File: src/rtl/mem_ftch_pkg.sv
// Shared types and constants for the memory-to-fetch packet queue.
// Used by mem_ftch_queue and mem_ftch_queue_ram (optional macro in the
// top: MEM_FTCH_QUEUE_BYPASS_EN).
package mem_ftch_pkg;

  // Default number of buffered packets (power of two, >= 2).
  localparam int MEM_FTCH_DEPTH_DEFAULT = 4;

  // Packet handed from the memory stage to the fetch stage.
  typedef struct packed {
    logic [7:0]  tag;   // request identifier
    logic [23:0] data;  // payload
  } mem_ftch_pkt_t;

  localparam int MEM_FTCH_PKT_W = $bits(mem_ftch_pkt_t);

endpackage

File: src/rtl/mem_ftch_queue_ram.sv
// Packet storage for mem_ftch_queue: DEPTH x PKT_W, one synchronous write
// port and one asynchronous read port. Contents are never reset; the
// queue's pointers and count decide which entries are meaningful.
module mem_ftch_queue_ram
  import mem_ftch_pkg::*;
#(
  parameter int DEPTH = MEM_FTCH_DEPTH_DEFAULT,
  parameter int PKT_W = MEM_FTCH_PKT_W,
  parameter int AW    = $clog2(DEPTH)
) (
  input  logic             clk,
  input  logic             we,
  input  logic [AW-1:0]    waddr,
  input  logic [PKT_W-1:0] wdata,
  input  logic [AW-1:0]    raddr,
  output logic [PKT_W-1:0] rdata
);

  logic [PKT_W-1:0] mem [DEPTH];

  // Write port: store one packet when enabled.
  always_ff @(posedge clk) begin
    if (we) begin
      mem[waddr] <= wdata;
    end
  end

  // Asynchronous read of the addressed entry.
  assign rdata = mem[raddr];

endmodule

File: src/rtl/mem_ftch_queue.sv
// Memory-to-fetch packet queue: a DEPTH-entry FIFO with flush.
// Optional macro MEM_FTCH_QUEUE_BYPASS_EN: when the queue is empty, an
// incoming packet is presented to the consumer in the same cycle, and is
// not stored if the consumer takes it right away.
//
// Handshake: a transfer happens on a rising edge where valid and ready are
// both high; valid never depends on ready, and mem_ftch_rdy depends only on
// registered state so there is no path from ftch_rdy to mem_ftch_rdy.
module mem_ftch_queue
  import mem_ftch_pkg::*;
#(
  parameter int DEPTH = MEM_FTCH_DEPTH_DEFAULT,
  parameter int PKT_W = $bits(mem_ftch_pkt_t)
) (
  input  logic                       clk,
  input  logic                       resetn,
  input  logic                       mem_ftch_vld,
  input  logic [PKT_W-1:0]           mem_ftch_pkt,
  output logic                       mem_ftch_rdy,
  output logic                       ftch_vld,
  output logic [PKT_W-1:0]           ftch_pkt,
  input  logic                       ftch_rdy,
  input  logic                       flush,
  output logic [$clog2(DEPTH+1)-1:0] count
);

  localparam int AW = $clog2(DEPTH);
  localparam int CW = $clog2(DEPTH + 1);

  logic [AW-1:0]    wr_ptr;
  logic [AW-1:0]    rd_ptr;
  logic [CW-1:0]    count_q;
  logic [CW-1:0]    count_d;
  logic             run_q;      // low in reset, high from the first edge after
  logic             empty;
  logic             full;
  logic             push;
  logic             pop;
  logic             wr_en;      // packet actually written to storage
  logic             rd_en;      // stored head entry actually consumed
  logic             bypass;     // empty-queue pass-through this cycle
  logic [PKT_W-1:0] ram_rdata;

  assign empty = (count_q == '0);
  assign full  = (count_q == CW'(DEPTH));

  // Ready comes purely from registers: held low through reset and until the
  // first edge after reset releases, then low only while full.
  assign mem_ftch_rdy = run_q && !full;

  assign push = mem_ftch_vld && mem_ftch_rdy;

`ifdef MEM_FTCH_QUEUE_BYPASS_EN
  // Pass-through is only offered for a packet that would be accepted anyway,
  // and never while a flush is discarding the queue.
  assign bypass   = empty && push && !flush;
  assign ftch_vld = !empty || bypass;
  assign ftch_pkt = bypass ? mem_ftch_pkt : ram_rdata;
`else
  assign bypass   = 1'b0;
  assign ftch_vld = !empty;
  assign ftch_pkt = ram_rdata;
`endif

  assign pop   = ftch_vld && ftch_rdy;
  // A bypassed packet taken by the consumer never touches storage.
  assign rd_en = pop && !empty;
  assign wr_en = push && !flush && !(bypass && ftch_rdy);

  // Occupancy update: +1 on store-only, -1 on consume-only, else hold.
  always_comb begin
    count_d = count_q;
    case ({wr_en, rd_en})
      2'b10:   count_d = count_q + CW'(1);
      2'b01:   count_d = count_q - CW'(1);
      default: count_d = count_q;
    endcase
  end

  // Pointer, count and run-flag registers; flush clears all queue state.
  always_ff @(posedge clk or negedge resetn) begin
    if (!resetn) begin
      wr_ptr  <= '0;
      rd_ptr  <= '0;
      count_q <= '0;
      run_q   <= 1'b0;
    end else begin
      run_q <= 1'b1;
      if (flush) begin
        wr_ptr  <= '0;
        rd_ptr  <= '0;
        count_q <= '0;
      end else begin
        if (wr_en) begin
          wr_ptr <= wr_ptr + AW'(1);
        end
        if (rd_en) begin
          rd_ptr <= rd_ptr + AW'(1);
        end
        count_q <= count_d;
      end
    end
  end

  assign count = count_q;

  mem_ftch_queue_ram #(
    .DEPTH (DEPTH),
    .PKT_W (PKT_W),
    .AW    (AW)
  ) u_ram (
    .clk   (clk),
    .we    (wr_en),
    .waddr (wr_ptr),
    .wdata (mem_ftch_pkt),
    .raddr (rd_ptr),
    .rdata (ram_rdata)
  );

endmodule

File: config.mk
export PLATFORM = sky130hd
export DESIGN_NAME = mem_ftch_queue
export DESIGN_NICKNAME = d
export VERILOG_FILES = /design/src/rtl/mem_ftch_pkg.sv /design/src/rtl/mem_ftch_queue_ram.sv /design/src/rtl/mem_ftch_queue.sv
export SDC_FILE = /design/constraint.sdc
export NUM_CORES = 1
export LEC_CHECK = 0
export ABC_AREA = 0
export BUFFER_PORTS_ARGS = -buffer_cell sky130_fd_sc_hd__buf_2
export CORE_MARGIN = 2
export CORE_UTILIZATION = 51
export CTS_CLUSTER_DIAMETER = 50
export DETAILED_ROUTE_END_ITERATION = 12
export GPL_ROUTABILITY_DRIVEN = 0
export PLACE_DENSITY = 0.84
export SLEW_MARGIN = 10
export SYNTH_ARGS = -nofsm -noshare
export SYNTH_HDL_FRONTEND = slang
export SYNTH_HIERARCHICAL = 1
export SYNTH_SLANG_ARGS = --single-unit
File: constraint.sdc
create_clock -name clk -period 3.9 [get_ports clk]
set_input_delay 0.39 -clock clk [delete_from_list [all_inputs] [get_ports clk]]
set_output_delay 0.39 -clock clk [all_outputs]
set_load 0.03 [all_outputs]
==> results.md, run 1 <==
Outcome:
- The run finished with clean final reports.

Layout:
- The finished layout holds 445 standard cells, fillers aside.
- The final layout net count is 337.
- In the final layout, the share of cells above drive strength 1 is 0.462.
- The antenna diode count is 0.
- The layout-stage area growth over the synthesis result is 19.7%.
- The finished cells cover 6170 µm².

Route:
- After detailed routing, the wire length on met1 is 3710 µm.
- Dividing the detail-routed wire length by the instance count gives 19.8 µm.
- Summed over all nets, wire length on met2 after detailed routing comes to 4600 µm.
- The via density per instance is 5.33.
- The final antenna-violating net count is 0.
- The violation count after the first detailed-routing iteration is 123.
- In the detailed route, the total length drawn on met3 is 431 µm.
- The top layer used by detailed routing is met4.
- The detailed-routing iteration count for the pre-antenna-repair pass is 4.
- After detailed routing, the number of remaining DRC violations is 0.
- The wire length reported by the detailed router is 8810 µm.
- The via count of the routed design is 2372.

Min path:
- The number of cells on the worst hold path is 1.
- In this run the most critical hold path is launched from mem_ftch_pkt[15].
- The worst min-delay path class is primary input to flop.
- The worst hold path terminates at u_ram/mem[1][15].

STA:
- Static timing analysis puts the maximum clock frequency at 0.344 GHz.
- The clock period could shrink to 2910 ps.
- The count of final hold-check violations came to 0.
- The setup-violating endpoint count in the final report is 0.
- Hold timing on the final database bottoms out at a slack of 97.9 ps.
- Dividing the final minimum period by the clock period gives 0.746.
- The number of pins with negative max-slew slack in the final report is 0.
- At the pin with the least slew margin, the transition time is 893 ps.
- Clock skew on the completed layout was measured at 5.26 ps.
- The sum of negative setup slack is 0 ps.
- The max-slew headroom at the worst pin is 0.404.
- Once routing completed, OpenROAD measured the worst setup slack at 990 ps.
- Setup repair after global routing left no endpoint under its margin.

Placed design:
- The placed cell area is 5620 µm².
- Once placement completed, the tool counted placed cells totaling 412.
- Summed over all nets, the half-perimeter wirelength after detailed placement is 5240 µm.
- In this run the tool buffered the top-level ports with 73 buffer cells.
- Before CTS, the worst setup slack after placement is 1300 ps.

CTS:
- The number of buffers added by the clock tree synthesis step is 17.
- The clock insertion delay at the later pin of the skew report is 510 ps.
- After clock tree synthesis, the repair step resized 0 gates.
- The H-tree generated during clock tree synthesis spans 4 levels.
- The CTS tree is yes.
- Clock-pin slew was measured on the worst setup and hold paths at 60 ps.
- The total clock sinks is 136.
- In this run the clock root is driven by a clkbuf_8.
- The maximum buffer depth of the clock tree is 2.

Synthesis:
- The most used flip-flop cell after synthesis is edfxtp_1.
- The number of nets in the synthesized netlist is 251.
- The async set-reset flop share out of synthesis is 0.0588.
- In this run, synthesis produced a sequential element count of 136.
- The post-synthesis average cell area is 24.2 µm².
- The netlist area before placement is 5150 µm².
- The count of different cell masters after synthesis is 29.
- The synthesized design contains 128 enable-type register cells.
- The Yosys step of the flow raised 6 warnings.
- The post-synthesis instance total is 213.
- The portion of the post-synthesis area used by sequential elements is 0.785.

Global route:
- The number of global-route vias before repair was 2491.
- The pin count of the biggest net entering global routing is 34.
- The first global-routing pass estimated 13800 µm of wire.
- The initial antenna violation count came to 0.
- The total global-route track usage is 0.175.
- The total overflow left after global routing is 0.

Worst setup path:
- Setup slack on the worst reg-to-reg path comes out at 1290 ps.
- The startpoint of the lowest-slack register-to-register path is count[0].
- The critical path is of the flop to output pin type.
- The worst endpoint data arrival time is 2520 ps.
- The depth of the worst register-to-register path is 5.
- The peak fanout along the critical path is 27.
- The category of the worst setup path launch point is a flop.
- The data required time at the worst endpoint is 3510 ps.
- The endpoint kind of the worst setup timing path is an output pin.
- The end of the worst register-to-register path is u_ram/mem[0][24].

Power:
- The total internal power is 2.80 mW.
- The switching part of the total is 0.281.
- The switching power total is 1.10 mW.
- The power density over cell area is 632 nW/µm².
- The clock network fraction of total power is 0.366.
- The part of the power in registers is 0.450.
- The highest ir drop seen on vdd is 314 µV.
- The reported leakage power is 2.12 nW.
- The proportion of power drawn by combinational gates is 0.184.

Floorplan:
- The die outline width is 105 µm.
- The initial utilization of the core area, before any placement, comes to 0.527.
- The number of core rows is 36.
- The die covers 10900 µm².
- The height of the die is 105 µm.
- The top-level I/O count is 74.
- The core outline area is 9770 µm².

Job:
- The count of maximum capacitance violations is 0.
==> metrics by stage <==
| stage | total power [mW] | util |
|---|---|---|
| 2_1_floorplan | 2.35 | - |
| 3_3_place_gp | 2.50 | 0.575 |
| 3_5_place_dp | 2.51 | 0.575 |
| 4_1_cts | 3.94 | 0.631 |
| 5_1_grt | 4.06 | 0.631 |
| 6_report | 3.90 | 0.631 |
==> sequential cells by signal, summed over array words and instances (netlist names) <==
signal / cells
u_ram/mem: 128
count: 3
rd_ptr: 2
wr_ptr: 2
run_q: 1
==> repair_timing <==
| item | 4_1_cts | 5_1_grt |
|---|---|---|
| buffers inserted | 0 | 0 |
| endpoints found under the hold margin | 8 | 0 |
| hold buffers | 1 | 0 |
==> cells by family after synthesis <==
kind of cell | share of synthesized area
AO/OA/AOI/OAI | 0.00243
multiplexers | 0.150
adder cells (fa/ha/maj) | 0.00389
XOR/XNOR | 0.00996
AND/OR/NAND/NOR | 0.0282
flip-flops | 0.785
other | 0.000728
buffers and inverters | 0.0197
==> Yosys cell counts, drive strengths merged (2+ instances only) <==
cell / number / area [µm²]
dfrtp: 8 / 200
buf: 8 / 97.6
mux4: 32 / 728
nor2: 8 / 30.0
edfxtp: 128 / 3840
xor2: 3 / 33.8
and3b: 2 / 17.5
mux2i: 2 / 20.0
and3: 2 / 17.5
nand2b: 2 / 12.5
xnor2: 2 / 17.5
mux2: 2 / 26.3
and2: 2 / 12.5
nor2b: 3 / 18.8
==> worst max-delay path: stages (launching register included) <==
cell	delay, ps
dfrtp_2	950
buf_4	340
mux4_2	520
buf_2	190
==> cell usage in the layout, fill, tap and decap left out, types with 2 or more instances in the layout <==
| cell type | count |
|---|---|
| mux2i_1 | 2 |
| edfxtp_1 | 128 |
| nor2_1 | 8 |
| clkbuf_16 | 16 |
| nor2b_1 | 3 |
| nand2b_1 | 2 |
| xnor2_1 | 2 |
| mux4_1 | 2 |
| and2_1 | 2 |
| buf_2 | 73 |
| clkinvlp_4 | 5 |
| clkinv_1 | 3 |
| clkinv_4 | 3 |
| dfrtp_2 | 2 |
| xor2_1 | 2 |
| and3b_2 | 2 |
| mux4_2 | 30 |
| dfrtp_1 | 6 |
| buf_4 | 2 |
==> worst max path at each step <==
stage	startpoint	to	cells past startpoint
detailed placement	count[0]	u_ram/mem[0][23]	5
finish	rd_ptr[0]	ftch_pkt[29]	3
global placement	count[0]	u_ram/mem[0][28]	5
floorplan	count[0]	u_ram/mem[0][0]	5
global route	rd_ptr[0]	ftch_pkt[29]	3
CTS	rd_ptr[0]	ftch_pkt[29]	3
==> power by group through the flow <==
stage	registers (mW)	clock network (mW)	logic, mW
finish	1.75	1.43	0.716
global route	1.77	1.53	0.761
CTS	1.76	1.46	0.726
detailed placement	1.79	0	0.722
global placement	1.78	0	0.714
floorplan	1.74	0	0.612
==> metal layers <==
layer / GRT usage / up-vias
li1: - / 1060
met1: 0.227 / 1238
met2: 0.280 / 65
met3: 0.0670 / 9
met4: 0.0492 / 0
met5: 0 / -
==> final cells by class <==
| type | instances | area, µm² |
|---|---|---|
| Clock buffer | 17 | 414 |
| Tap cell | 133 | 166 |
| Sequential cell | 136 | 4050 |
| Timing Repair Buffer | 76 | 390 |
| Clock inverter | 15 | 130 |
| Multi-Input combinational cell | 68 | 1020 |
| Fill cell | 658 | 3600 |
Power figures use the tool's default switching activity.
==> run 2: changes to the inputs <==
Clock period 3.9 ns to 2.6 ns, I/O delays scaled along.
==> run 2 against run 1 <==
Against the previous run:
- cell area grew 6.6%
- combinational power is 68% higher
- die area unchanged
- first-iteration DRC count down 18%
- via count is 5.7% higher
- worst hold slack worse by 23 ps
- clock power increased by 64%
- sequential share of layout area is 4.0 points lower
- critical path type is now flop to flop
- critical endpoint is now u_ram/mem[2][29]
==> results.md, run 2 (synthesized netlist as in run 1, its figures left out) <==
Layout:
- The library cell used most frequently in the layout, excluding fill and tap cells, is edfxtp_1.
- The fraction of final layout cells with drive strength greater than 1 is 0.436 (-0.0260).
- Counting flops per register, the top entry is u_ram/mem.
- The flip-flop count of the largest register after layout is 128 (unchanged).
- Leaving out fill and tap cells, the most frequent cells in the layout are edfxtp_1, buf_2, dlygate4sd3_1.
- The final layout net count is 374 (+11%).
- The antenna diode count is 0 (unchanged).
- The final core utilization came to 0.673 (+0.0416).
- The layout-stage area growth over the synthesis result is 27.6%.

Global route:
- The residual overflow from global routing came to 0 (unchanged).
- The wire length of the first global-routing pass is 13900 µm (+0.60%).
- The number of global-route vias before repair is 2672 (+7.3%).
- The pin count of the biggest net entering global routing came to 33 (-2.9%).
- The total global-route track usage is 0.172 (-0.00374).
- The initial antenna violation count is 0 (unchanged).

CTS:
- The H-tree depth reported by CTS is 4 (unchanged).
- The number of buffers added by the clock tree synthesis step is 17 (unchanged).
- The number of buffers inserted to repair setup after CTS is 0 (unchanged).
- The total clock sinks is 136 (unchanged).
- TritonCTS built the clock tree.
- The clock insertion delay at the later pin of the skew report is 500 ps (about the same).
- The clock-pin slew on the worst setup and hold paths is 60 ps (about the same).
- The CTS root buffer is clkbuf_8.
- The maximum buffer depth of the clock tree is 2 (unchanged).

Route:
- The post-route met1 wirelength is 3720 µm (+0.30%).
- The detailed-routing iteration count for the pre-antenna-repair pass is 4 (unchanged).
- The via count of the routed design came to 2508 (+5.7%).
- The wire length on met2 is 4590 µm (-0.17%).
- The routed length per instance came to 18.0 µm (-9.3%).
- The wire length on met3 came to 278 µm (-35%).
- The via density per instance is 5.20 (-2.4%).
- The violation count after the first detailed-routing iteration is 101 (-18%).
- The final antenna-violating net count is 0 (unchanged).
- After detailed routing, no signal wire sits above met4.
- The wire length reported by the detailed router is 8660 µm (-1.7%).
- The detailed-route DRC error count is 0 (unchanged).

STA:
- The max-slew headroom at the worst pin came to 0.415 (+0.0108).
- The number of pins with negative max-slew slack in the final report is 0 (unchanged).
- The part of the cycle the worst path needs is 0.938.
- The worst path in the final design needs a cycle of 2440 ps, including I/O delays and setup.
- The top achievable clock speed is 0.410 GHz.
- The count of final hold-check violations came to 0 (unchanged).
- Setup repair after global routing left no endpoint under its margin.
- The sum of negative setup slack is 0 ps (unchanged).
- The final worst clock skew is 11.2 ps (+5.92 ps).
- The setup-violating endpoint count in the final report was 0 (unchanged).
- The actual slew at the worst max-slew pin is 877 ps (-16.1 ps).

Worst setup path:
- The critical path's top delay family is simple AND/OR/NAND/NOR gates.
- The peak fanout along the critical path is 32 (+19%).
- The critical path buffer and inverter count was 0 (-2).
- The critical path's largest stage delay is 840 ps (-110 ps).
- The worst-path cell with the longest stage delay is and3b_2.
- The worst endpoint data arrival time is 2560 ps (+40 ps).
- The endpoint kind of the worst setup timing path is a flop.
- The critical path goes through or3b_1 > and3_4 > nor2b_1 > and3b_2.
- The kind of critical path is flop to flop.
- The data required time at the worst endpoint is 2720 ps (-790 ps).
- The category of the worst setup path launch point is a flop.

Power:
- The reported leakage power is 2.30 nW (+8.6%).
- The power density over cell area was 928 nW/µm² (+47%).
- The highest ir drop seen on vdd is 419 µV (+33%).

Floorplan:
- The height of the die is 105 µm (unchanged).
- The die area came to 10900 µm² (unchanged).
- The number of core rows is 36 (unchanged).
- The die outline width is 105 µm (unchanged).
- The top-level I/O count is 74 (unchanged).
- The core outline area came to 9770 µm² (unchanged).
- The effective utilization at floorplan is 0.527 (unchanged).

Outcome:
- The flow ran to the end, and the final reports show no timing, DRC or antenna violations.

Job:
- The count of maximum capacitance violations is 0 (unchanged).

Min path:
- The worst min-delay path class is primary input to flop.

Placed design:
- The quantity of I/O buffers inserted on ports is 73 (unchanged).
- The half-perimeter wire length of the detailed placement result is 4970 µm (-5.1%).
## run 2: changes by cell type in the layout (fill, tap and decap cells not counted)
cell,change
buf_4,+5
bufinv_16,+2
clkbuf_1,+2
clkinv_1,-3
clkinv_4,-2
clkinvlp_4,-1
dfrtp_1,-2
dfrtp_2,+2
dlygate4sd3_1,+32
inv_6,+3
inv_8,-1
## run 2: final timing paths
check                           depth (start not counted)      start  slack, ps                to
max in group asynchronous                               2     resetn       2270         rd_ptr[1]
worst max register to register                          4   count[2]        160  u_ram/mem[2][29]
worst max-delay path                                    4   count[2]        160  u_ram/mem[2][29]
min in group asynchronous                               2     resetn        140          count[2]
worst min register to register                          2  rd_ptr[0]        580         rd_ptr[0]
worst min-delay path                                    2      flush         70         wr_ptr[1]
## run 2: timing repair
item                      in CTS  in global routing
hold buffers                  33                  0
gates resized for setup        0                  0
hold endpoints to repair     136                  0
## run 2: where the power goes
part | switching [mW] | leakage (nW) | internal [mW] | total (mW)
sequential | 0.0754 | 1.26 | 2.49 | 2.56
combinational | 0.696 | 0.765 | 0.505 | 1.20
clock | 0.870 | 0.276 | 1.47 | 2.34
total | 1.64 | 2.30 | 4.46 | 6.10
## run 2: metal layers
layer | global-route usage | up-vias
li1 | - | 1144
met1 | 0.217 | 1301
met2 | 0.285 | 59
met3 | 0.0476 | 4
met4 | 0.0637 | 0
met5 | 0 | -
## run 2: layout make-up
| type | count | area, µm² |
|---|---|---|
| clock inverters | 13 | 169 |
| flip-flops and latches | 136 | 4050 |
| repair buffers | 113 | 748 |
| multi-input cells | 68 | 1020 |
| well taps | 133 | 166 |
| fillers | 656 | 3200 |
| clock buffers | 19 | 422 |
## run 2: metrics by stage
stage / instance area (µm²) / total power, mW / cells / setup WS, ps / hold slack, ps
CTS: 6580 / 6.17 / 482 / 148 / 40.3
global placement: 5660 / 3.77 / 417 / 320 / 112
finish: 6580 / 6.10 / 482 / 162 / 74.9
detailed placement: 5660 / 3.78 / 417 / 200 / 116
floorplan: 5170 / 3.53 / 213 / 25.5 / -35.6
global route: 6580 / 6.34 / 482 / 43.8 / 63.7
